### config.mk
export PLATFORM = sky130hd
export DESIGN_NAME = cic_decim_ctrl
export DESIGN_NICKNAME = d
export VERILOG_FILES = /design/src/rtl/cic_decim_ctrl.sv
export SDC_FILE = /design/constraint.sdc
export NUM_CORES = 1
export LEC_CHECK = 0
export ABC_AREA = 0
export BUFFER_PORTS_ARGS = -buffer_cell sky130_fd_sc_hd__buf_2
export CELL_PAD_IN_SITES_DETAIL_PLACEMENT = 1
export CELL_PAD_IN_SITES_GLOBAL_PLACEMENT = 2
export CORE_MARGIN = 3
export CORE_UTILIZATION = 35
export CTS_CLUSTER_DIAMETER = 60
export DETAILED_ROUTE_END_ITERATION = 12
export GPL_ROUTABILITY_DRIVEN = 0
export HOLD_SLACK_MARGIN = 0.12
export PLACE_DENSITY = 0.85
export SLEW_MARGIN = 20
export SYNTH_ARGS = -nofsm -noshare
export SYNTH_HDL_FRONTEND = slang
export SYNTH_SLANG_ARGS = --single-unit
### constraint.sdc
create_clock -name clk -period 3.92 [get_ports clk]
set_input_delay 0.588 -clock clk [delete_from_list [all_inputs] [get_ports clk]]
set_output_delay 0.588 -clock clk [all_outputs]
set_load 0.05 [all_outputs]
### src/rtl/cic_decim_ctrl.sv
// -----------------------------------------------------------------------------
// cic_decim_ctrl
//   Run-time controller for the AM-demodulator CIC decimator.
//   - Holds the decimation ratio and range-checks reconfiguration writes.
//   - Pulses the CIC reset for RST_CYCLES clocks to apply a new ratio.
//   - Drops the first SETTLE_SAMPLES decimated samples after each restart
//     while the integrator/comb chain fills.
//   - Re-times CIC output samples into the clk domain as a valid strobe.
//   - Restarts the CIC when its decimated clock stalls (watchdog).
//
// Ports
//   clk        in   system clock
//   rst        in   asynchronous active-low reset
//   cfg_ratio  in   requested decimation ratio (RW bits)
//   cfg_wr     in   one-cycle write strobe for cfg_ratio
//   cfg_ack    out  one-cycle pulse, request accepted
//   cfg_err    out  one-cycle pulse, request rejected (below MIN_RATIO)
//   cic_rst    out  active-high reset to the CIC
//   cic_ratio  out  ratio driven to the CIC
//   cic_dclk   in   CIC decimated clock (asynchronous to clk)
//   cic_dout   in   CIC output sample (DW bits, signed)
//   out_data   out  captured sample
//   out_valid  out  one-cycle strobe, out_data valid
//   running    out  high while samples are being forwarded
//   stall      out  one-cycle pulse on watchdog expiry
// -----------------------------------------------------------------------------
module cic_decim_ctrl #(
  parameter int unsigned DW             = 8,
  parameter int unsigned RW             = 16,
  parameter int unsigned DEFAULT_RATIO  = 12500,
  parameter int unsigned MIN_RATIO      = 8,
  parameter int unsigned RST_CYCLES     = 4,
  parameter int unsigned SETTLE_SAMPLES = 4
) (
  input  logic          clk,
  input  logic          rst,
  input  logic [RW-1:0] cfg_ratio,
  input  logic          cfg_wr,
  output logic          cfg_ack,
  output logic          cfg_err,
  output logic          cic_rst,
  output logic [RW-1:0] cic_ratio,
  input  logic          cic_dclk,
  input  logic [DW-1:0] cic_dout,
  output logic [DW-1:0] out_data,
  output logic          out_valid,
  output logic          running,
  output logic          stall
);

  localparam int unsigned WDW = RW + 2;
  localparam int unsigned RCW = (RST_CYCLES > 1) ? $clog2(RST_CYCLES) : 1;
  localparam int unsigned SCW = (SETTLE_SAMPLES > 1) ? $clog2(SETTLE_SAMPLES) : 1;
  localparam logic [RCW-1:0] RST_LAST    = RCW'(RST_CYCLES - 1);
  localparam logic [SCW-1:0] SETTLE_LAST = SCW'(SETTLE_SAMPLES - 1);

  typedef enum logic [1:0] {
    ST_FLUSH,
    ST_SETTLE,
    ST_RUN
  } state_e;

  state_e         state_q;
  logic [RW-1:0]  ratio_q;
  logic [RCW-1:0] rst_cnt_q;
  logic [SCW-1:0] settle_cnt_q;
  logic [WDW-1:0] wd_cnt_q;
  logic           cic_rst_q;
  logic           ack_q;
  logic           err_q;
  logic           stall_q;
  logic           valid_q;
  logic           running_q;
  logic [DW-1:0]  out_data_q;

  // Two synchronizer stages followed by the edge register.
  logic [2:0]     dclk_sync_q;
  logic           dclk_rise;
  logic           cfg_accept;
  logic [WDW-1:0] wd_trip;

  // NOTE: every clocked register uses non-blocking assignments so all of them
  // update together from the values that existed before the edge.
  always_ff @(posedge clk or negedge rst) begin
    if (!rst) begin
      dclk_sync_q <= '0;
    end else begin
      dclk_sync_q <= {dclk_sync_q[1:0], cic_dclk};
    end
  end

  assign dclk_rise  = dclk_sync_q[1] & ~dclk_sync_q[2];
  assign cfg_accept = cfg_wr & (cfg_ratio >= RW'(MIN_RATIO));

  // The watchdog trips when the counter would reach 2*ratio+16, i.e. when it
  // already holds 2*ratio+15 and another edge-free cycle passes.
  assign wd_trip = ({2'b00, ratio_q} << 1) + WDW'(15);

  always_ff @(posedge clk or negedge rst) begin
    if (!rst) begin
      state_q      <= ST_FLUSH;
      ratio_q      <= RW'(DEFAULT_RATIO);
      rst_cnt_q    <= '0;
      settle_cnt_q <= '0;
      wd_cnt_q     <= '0;
      cic_rst_q    <= 1'b1;
      ack_q        <= 1'b0;
      err_q        <= 1'b0;
      stall_q      <= 1'b0;
      valid_q      <= 1'b0;
      running_q    <= 1'b0;
      out_data_q   <= '0;
    end else begin
      ack_q   <= 1'b0;
      err_q   <= 1'b0;
      stall_q <= 1'b0;
      valid_q <= 1'b0;

      if (cfg_accept) begin
        // A new ratio always restarts the CIC; an edge arriving in the same
        // cycle is dropped because the CIC is about to be reset anyway.
        ratio_q   <= cfg_ratio;
        ack_q     <= 1'b1;
        state_q   <= ST_FLUSH;
        rst_cnt_q <= '0;
        cic_rst_q <= 1'b1;
        running_q <= 1'b0;
      end else begin
        err_q <= cfg_wr;
        unique case (state_q)
          ST_FLUSH: begin
            settle_cnt_q <= '0;
            wd_cnt_q     <= '0;
            if (rst_cnt_q == RST_LAST) begin
              state_q   <= ST_SETTLE;
              cic_rst_q <= 1'b0;
            end else begin
              rst_cnt_q <= rst_cnt_q + RCW'(1);
            end
          end

          ST_SETTLE, ST_RUN: begin
            if (dclk_rise) begin
              wd_cnt_q <= '0;
              if (state_q == ST_SETTLE) begin
                // Transient samples are discarded, including the last one.
                if (settle_cnt_q == SETTLE_LAST) begin
                  state_q   <= ST_RUN;
                  running_q <= 1'b1;
                end else begin
                  settle_cnt_q <= settle_cnt_q + SCW'(1);
                end
              end else begin
                // cic_dout has been stable for many cycles by the time the
                // synchronized edge arrives, so it is sampled directly.
                out_data_q <= cic_dout;
                valid_q    <= 1'b1;
              end
            end else if (wd_cnt_q >= wd_trip) begin
              stall_q   <= 1'b1;
              state_q   <= ST_FLUSH;
              rst_cnt_q <= '0;
              cic_rst_q <= 1'b1;
              running_q <= 1'b0;
            end else if (wd_cnt_q != '1) begin
              wd_cnt_q <= wd_cnt_q + WDW'(1);
            end
          end

          default: begin
            state_q   <= ST_FLUSH;
            rst_cnt_q <= '0;
            cic_rst_q <= 1'b1;
            running_q <= 1'b0;
          end
        endcase
      end
    end
  end

  assign cfg_ack   = ack_q;
  assign cfg_err   = err_q;
  assign cic_rst   = cic_rst_q;
  assign cic_ratio = ratio_q;
  assign out_data  = out_data_q;
  assign out_valid = valid_q;
  assign running   = running_q;
  assign stall     = stall_q;

endmodule
==> flow_summary_export.csv <==
group,metric,value,unit
run_status,status,"finished clean",
flow_run,max-cap-violations,0,
grt,antenna_found_initial,0,
synth,synth_fp_nets,431,
placed_design,place_area,3910,sq um
power,power.total,1.88,mW
grt,grt_pass1_vias,3379,
route,vias_per_cell,5.40,
route,first_pass_iters,4,
synth,synth.area.top_cells,"dfrtp_1, ha_1, nand2_1",
floorplan,std_cell_rows,35,
clock_network,clk_latency,350,ps
floorplan,die_x,106,microns
synth,ys_seq_area_frac,0.412,
synth,synth_edf_count,0,
critical_path,endpoint_kind,"flip-flop",
timing,fin_skew,8.69,ps
critical_path,worst-setup-path-type,"reg -> reg",
timing,setup_viol,0,
timing,rsz0062_at_grt,"no",
final_layout,antenna_cells,0,
floorplan,fp.dieArea,11200,sq um
floorplan,start_util,0.368,
grt,gr-usage-all-layers,0.190,
grt,grt_max_degree,33,
floorplan,die_h,106,microns
synth,synthesis.area,3480,sq um
critical_path,worst_ep_required_time,4130,ps
synth,syn_inst,377,
power,cellPowerDensity,456,nW/um^2
route,remaining_drc_errors,0,
synth,synth.top_cells.by_count,"nand2_1, dfrtp_1, ha_1, nand3_1, nor2_1",
timing,layout_min_cycle_time,3400,ps
final_layout,nets,493,
grt,grt_first_pass_wirelength,16900,microns
synth,avgSynthCellArea,9.24,sq um
clock_network,cts_setup_buffers,0,
critical_path,cp_max_fo,17,
clock_network,numCtsBuffers,9,
synth,ys.flop_type,"dfrtp_1",
timing,post-route-period-util,0.867,
synth,yosysTopAreaCellShare,0.359,
synth,synth_top_area_cell,"dfrtp_1",
clock_network,cts_resized,0,
timing,max_slew_margin,0.469,
critical_path,cp_data_arrival_time,3610,ps
synth,ys_ff_latch,57,
final_layout,area_growth,18.6,%
power,p_leak,1.93,nW
synth,synth_warnings,0,
placed_design,dp_hpwl,7470,microns
power,ir_worst_vdd,0.290,mV
route,first_iter_violations,95,
route,wire_per_inst,17.4,microns
route,ant_nets,0,
clock_network,cts_hold_buf,0,
critical_path,cp-start-kind,"flip-flop",
grt,overflow,0,
timing,maxSlewViolCount,0,
clock_network,cts_tree,"done",
clock_network,htreeDepth,3,
synth,synthArstFlopShare,1.00,
clock_network,numClockSinks,57,
floorplan,io_pins,58,
worst_hold_path,min_path_type,"in -> async",
clock_network,root_buffer,"clkbuf_8",
final_layout,design_area,4130,sq um
timing,hold_viol,0,
route,wl,9980,microns
synth,synthDistinctLibCells,51,
placed_design,port_buffers,57,
clock_network,path_clk_slew,70,ps
timing,fin_tns_setup,0,ps
synth,yosysMostFrequentCell,"nand2_1",
final_layout,drive_above_1_share,0.239,
floorplan,fp.coreArea,9460,sq um
route,vias,3093,
timing,fmax,0.294,GHz
timing,tightest_slew,797,ps
clock_network,clockBufferDepth,2,
timing,finalHoldWorstSlack,319,ps
-- layout make-up --
cell class	count	area, sq um
well taps	129	161
multi-input cells	295	1940
clock inverters	7	93.8
inverters	13	48.8
flip-flops and latches	57	1440
repair buffers	63	330
clock buffers	9	124
fillers	1140	5330
-- report_power, final --
part / internal, mW / switching [mW] / leakage [nW]
Combinational: 0.171 / 0.364 / 1.10
Clock: 0.357 / 0.268 / 0.106
Sequential: 0.663 / 0.0608 / 0.731
Total: 1.19 / 0.693 / 1.93
-- registers in the layout, indices dropped and copies added, names as in the netlist, 2 cells and up --
signal        flops
out_data          8
state_q           2
wd_cnt_q         18
dclk_sync_q       3
cic_ratio        16
rst_cnt_q         2
settle_cnt_q      2
-- logic make-up after synthesis --
| logic type | Yosys count | synth area share |
|---|---|---|
| flops | 57 | 0.412 |
| mux | 13 | 0.0496 |
| fa+ha+maj | 26 | 0.0934 |
| xor+xnor | 14 | 0.0352 |
| simple gates | 178 | 0.249 |
| buf+inv | 25 | 0.0313 |
| compound gates | 64 | 0.129 |
-- layout by cell type, fill, tap and decap left out, types with 3 or more instances in the layout --
| cell type | Yosys | layout |
|---|---|---|
| clkbuf_8 | 0 | 9 |
| and4_1 | 3 | 3 |
| o21ai_0 | 12 | 12 |
| nand2b_1 | 5 | 5 |
| buf_2 | 6 | 57 |
| or3_1 | 3 | 3 |
| o311ai_0 | 12 | 12 |
| and3_1 | 5 | 5 |
| a32oi_1 | 5 | 5 |
| o211ai_1 | 5 | 5 |
| dfrtp_1 | 50 | 50 |
| xnor2_1 | 5 | 5 |
| nand4_1 | 12 | 12 |
| dfstp_2 | 7 | 7 |
| o31ai_1 | 5 | 5 |
| nand2_1 | 83 | 83 |
| inv_1 | 12 | 12 |
| nor2_1 | 16 | 16 |
| a21oi_1 | 15 | 15 |
| xor2_1 | 9 | 9 |
| nand3_1 | 20 | 20 |
| mux2_4 | 8 | 8 |
| ha_1 | 26 | 26 |
| buf_4 | 0 | 6 |
| mux2i_1 | 3 | 3 |
| nor3_1 | 12 | 12 |
| nor4_1 | 4 | 4 |
-- per-stage QoR --
| step | worst slack [ps] | std cells | util |
|---|---|---|---|
| 3_3_place_gp | 734 | 557 | 0.414 |
| 4_1_cts | 494 | 573 | 0.437 |
| 6_report | 522 | 573 | 0.437 |
| 2_1_floorplan | 433 | 377 | - |
| 5_1_grt | 218 | 573 | 0.437 |
| 3_5_place_dp | 518 | 557 | 0.414 |
-- worst paths after layout --
check,startpoint,to,slack (ps),depth (start not counted)
worst max-delay path,cic_ratio[0],wd_cnt_q[5],520,16
worst min-delay path,rst,wd_cnt_q[12],320,1
min in group clk,cic_dclk,dclk_sync_q[0],340,1
max in group asynchronous,rst,cic_ratio[4],2710,2
worst min register to register,dclk_sync_q[0],dclk_sync_q[1],350,0
worst max register to register,cic_ratio[0],wd_cnt_q[5],520,16
-- layer usage --
metal / share of wire / GRT usage
met1: 0.48 / 0.248
met2: 0.48 / 0.311
met3: 0.030 / 0.0429
met4: 0.012 / 0.0583
met5: 0 / 0
-- worst max-delay path, cell delays in order (launching register included) --
cell and delay [ps]:
dfrtp_1 400, inv_1 70, ha_1 220, nand2b_1 90
and3_1 230, nand2_1 70, nor2_1 210, nand3_1 130
xor2_1 160, ha_1 300, a21oi_1 140, o21ai_0 100
a21oi_1 280, nand3_1 120, buf_4 220, o311ai_0 390
o31ai_1 140
Note: power is estimated with default switching activity, not from simulation.
